[config.mk]
export PLATFORM = sky130hd
export DESIGN_NAME = axis_rr_arbiter
export DESIGN_NICKNAME = d
export VERILOG_FILES = /design/src/rtl/axis_rr_arbiter.sv
export SDC_FILE = /design/constraint.sdc
export NUM_CORES = 1
export LEC_CHECK = 0
export CORE_AREA = 3 3 40 42
export CTS_CLUSTER_SIZE = 30
export DETAILED_ROUTE_END_ITERATION = 6
export DIE_AREA = 0 0 43 45
export HOLD_SLACK_MARGIN = 0.06
export PLACE_DENSITY = 0.59
export SETUP_SLACK_MARGIN = 0.1
export SLEW_MARGIN = 10
export SYNTH_ARGS = -nofsm -noshare
export SYNTH_HDL_FRONTEND = slang
export SYNTH_SLANG_ARGS = --single-unit
[constraint.sdc]
create_clock -name aclk -period 1.61 [get_ports aclk]
set_clock_uncertainty 0.2 [all_clocks]
set_input_delay 0.2415 -clock aclk [delete_from_list [all_inputs] [get_ports aclk]]
set_output_delay 0.2415 -clock aclk [all_outputs]
set_load 0.05 [all_outputs]
[src/rtl/axis_rr_arbiter.sv]
// Round-robin, packet-locking AXI4-Stream arbiter: registered one-hot grant one cycle after request.
// Grant is held until the granted packet's tlast beat is accepted; one idle bubble between packets.
module axis_rr_arbiter #(
  parameter int NUM_PORTS = 4,
  parameter int IDX_W     = $clog2(NUM_PORTS)
) (
  input  logic                 aclk,
  input  logic                 aresetn,
  input  logic [NUM_PORTS-1:0] req,
  input  logic                 xfer,
  input  logic                 xfer_last,
  output logic [NUM_PORTS-1:0] grant,
  output logic                 grant_valid
);

  typedef enum logic {
    IDLE,
    LOCKED
  } state_t;

  state_t               state, state_nxt;
  logic [IDX_W-1:0]     last_idx, last_idx_nxt;
  logic [NUM_PORTS-1:0] grant_nxt;
  logic                 grant_valid_nxt;

  logic                 win_found;
  logic [IDX_W-1:0]     win_idx;
  logic [IDX_W-1:0]     cand;

  // Search starts one past the previous winner and wraps, so the previous
  // winner is considered last and can only win again if it is alone.
  always_comb begin
    win_found = 1'b0;
    win_idx   = last_idx;
    cand      = '0;
    for (int k = 1; k <= NUM_PORTS; k++) begin
      cand = IDX_W'((int'(last_idx) + k) % NUM_PORTS);
      if (!win_found && req[cand]) begin
        win_found = 1'b1;
        win_idx   = cand;
      end
    end
  end

  always_comb begin
    state_nxt       = state;
    last_idx_nxt    = last_idx;
    grant_nxt       = grant;
    grant_valid_nxt = grant_valid;
    unique case (state)
      IDLE: begin
        if (win_found) begin
          state_nxt          = LOCKED;
          last_idx_nxt       = win_idx;
          grant_nxt          = '0;
          grant_nxt[win_idx] = 1'b1;
          grant_valid_nxt    = 1'b1;
        end
      end
      LOCKED: begin
        // Only an accepted tlast beat releases the lock; req is not looked at.
        if (xfer && xfer_last) begin
          state_nxt       = IDLE;
          grant_nxt       = '0;
          grant_valid_nxt = 1'b0;
        end
      end
      default: begin
        state_nxt       = IDLE;
        grant_nxt       = '0;
        grant_valid_nxt = 1'b0;
      end
    endcase
  end

  always_ff @(posedge aclk or negedge aresetn) begin
    if (!aresetn) begin
      state       <= IDLE;
      last_idx    <= IDX_W'(NUM_PORTS - 1);
      grant       <= '0;
      grant_valid <= 1'b0;
    end else begin
      state       <= state_nxt;
      last_idx    <= last_idx_nxt;
      grant       <= grant_nxt;
      grant_valid <= grant_valid_nxt;
    end
  end

endmodule

==> results.json <==
{
  "drive_above_1_share": 0.3607,
  "via_per_inst": 5.092,
  "area_delta_synth_final_pct": 59.76,
  "cp-end-kind": "register",
  "cts_hold_buffers": 0,
  "hold_violations": 0,
  "final_area_sq_um": 665.6,
  "grt_max_degree": 9,
  "top_layer": "met3",
  "period_share": 1.005,
  "grt_pass1_wl_mm": 1.649,
  "cts-root-buf": "clkbuf_4",
  "cts-htree-levels": 1,
  "nets": 70,
  "fillers": 107,
  "p_leak_nw": 0.3043,
  "num_vias": 387,
  "tns_ps": -8.298,
  "rsz0062_at_grt": "yes",
  "final_antenna_net_count": 0,
  "max_cap_violations": 0,
  "max_slew_margin": 0.7647,
  "switching_share": 0.3862,
  "wl_met2_microns": 477,
  "fin_hold_ws_ps": 53.31,
  "diodes": 0,
  "drt-met1-wl_microns": 400,
  "initial_core_util": 0.3242,
  "start_kind": "register",
  "slowest_delay_ps": 540,
  "clock.fmax_mhz": 617.9,
  "multi_input_area_sq_um": 206.4,
  "reg2reg_depth": 4,
  "cts_buffers": 3,
  "grt_usage": 0.1146,
  "syn_area_sq_um": 416.7,
  "postSynthAreaPerCell_sq_um": 10.16,
  "chipHeight_microns": 45,
  "core_area_sq_mm": 0.001285,
  "clockBufferDepth": 2,
  "p_switching_mw": 0.4032,
  "setup_viol": 1,
  "synth_area_leaders": "dfrtp_1, dfstp_2, a31o_1",
  "cp.depth": 4,
  "setup_ws_ps": -8.298,
  "grt.overflow.total": 0,
  "worst_ep_required_time_ps": 1560,
  "routedWlPerCell_microns": 12.28,
  "antenna_found_initial": 0,
  "intPower_mw": 0.6407,
  "ios": 13,
  "cts.sinks": 8,
  "hp-class": "primary input to async pin",
  "crit_slowest_cell": "dfstp_2",
  "hpwl_microns": 720.5,
  "violations": "setup timing",
  "first_pass_iters": 4,
  "drc": 0,
  "regArea_sq_um": 202.7,
  "yosys_warnings": 0,
  "fin_util": 0.5180,
  "critical-path-top-delay-family": "compound AO/OA/AOI/OAI gates",
  "status": "complete, but fails checks",
  "peakVddDrop_v": 0.001104,
  "clkPwrFrac": 0.156,
  "drt_iter0_markers": 9,
  "syn_inst": 41,
  "gp_congestion": 0.7491,
  "wl_microns": 933,
  "post_cts_buffers": 0,
  "postPlaceCellArea_sq_um": 631.9,
  "path_clk_slew_ps": 60,
  "worstMarginPinSlew_ps": 351.8,
  "min_period_ps": 1618,
  "crit_path_cell_trace": "nor2b_2 -> a21o_1 -> a221o_1 -> a31o_1",
  "crit_type": "register to register",
  "seqPwrFrac": 0.338,
  "ys_seq_elements": 8,
  "io_buffers": 12,
  "seq_area_frac_synth": 0.4865,
  "comb_power_share": 0.506,
  "die_w_microns": 43,
  "grt_pass1_vias": 385,
  "p_per_area_mw_per_mm2": 1568,
  "synth.largest_area_cell": "dfrtp_1",
  "dr_wl_met3_microns": 56,
  "arrival_ps": 1570,
  "synth_top_area_frac": 0.3604,
  "slew_viol_final": 0,
  "insertion_delay_ps": 260,
  "worst-path-max-fanout": 3,
  "ys_types": 23,
  "syn_nets": 49,
  "row_count": 13,
  "cts_tree": "yes",
  "worst-path-buf-inv": 0,
  "dieArea_sq_mm": 0.001935
}
final cells by class:
type / count / share of cell area
Sequential cell: 8 / 0.3045
Clock buffer: 4 / 0.03947
Multi-Input combinational cell: 30 / 0.3102
Tap cell: 15 / 0.02820
Inverter: 2 / 0.01128
Timing Repair Buffer: 17 / 0.3064
cell families (layout without fill, tap and decap cells):
| family | count (synthesis) | in the layout | synth area share |
|---|---|---|---|
| flops | 8 | 8 | 0.4865 |
| buf+inv | 3 | 23 | 0.04505 |
| simple gates | 16 | 16 | 0.2102 |
| mux | 1 | 1 | 0.02703 |
| compound gates | 13 | 13 | 0.2312 |
per-stage QoR:
step | worst slack [ps] | power, mW | instances
finish | -8.298 | 1.044 | 76
global route | -46.93 | 1.102 | 76
CTS | -3.691 | 1.047 | 76
detailed placement | -314.2 | 0.8714 | 72
global placement | -321.7 | 0.8685 | 72
floorplan | 38.63 | 0.5994 | 41
power by group through the flow:
| stage | Clock (mW) | Combinational [mW] | Sequential [mW] |
|---|---|---|---|
| after global placement | 0 | 0.519 | 0.350 |
| final | 0.163 | 0.528 | 0.353 |
| after global routing | 0.184 | 0.556 | 0.362 |
| after CTS | 0.168 | 0.529 | 0.349 |
| after detailed placement | 0 | 0.523 | 0.349 |
| after floorplan | 0 | 0.152 | 0.448 |
layout by cell type, fill, tap and decap left out, types with 2 or more instances in the layout:
master	instances
o21ai_0	3
dfstp_2	2
and3_1	2
a31o_1	2
buf_4	5
nor2_1	2
dfrtp_1	6
clkbuf_4	3
nand2b_1	2
nand3_1	3
dlygate4sd2_1	3
inv_1	2
buf_12	5
clkdlybuf4s50_1	4
nand2_1	3
synthesized netlist by cell type, drive strengths merged:
master / instances
a21boi: 1
a21o: 1
a21oi: 1
a221o: 1
a221oi: 1
a31o: 2
and3: 2
buf: 1
dfrtp: 6
dfstp: 2
inv: 2
mux2: 1
nand2: 3
nand2b: 2
nand3: 3
nor2: 3
nor2b: 1
nor4: 1
o21ai: 4
o31ai: 2
or2: 1
timing repair:
action                                  4_1_cts  5_1_grt
endpoints found under the setup margin        6        6
pin swaps                                     1        1
resized for setup                             6        1
cloned                                        0        0
layer usage:
| layer | vias up | track usage |
|---|---|---|
| li1 | 190 | - |
| met1 | 187 | 0.1372 |
| met2 | 10 | 0.1856 |
| met3 | 0 | 0.05179 |
| met4 | 0 | 0.03614 |
| met5 | - | 0 |
flip-flops by register name, indices dropped and copies added, names as in the netlist:
| register | cells |
|---|---|
| grant_valid | 1 |
| last_idx | 2 |
| grant | 4 |
| state | 1 |
path summary, 6_finish.rpt:
check | to | slack (ps) | startpoint
hold / removal | grant[0] | 50 | aresetn
max in group asynchronous | last_idx[0] | 840 | aresetn
setup / recovery | grant[3] | -8 | last_idx[0]
hold reg to reg | grant_valid | 340 | grant_valid
min in group aclk | grant_valid | 340 | grant_valid
setup reg to reg | grant[3] | -8 | last_idx[0]
(Power assumes the default switching activity.)
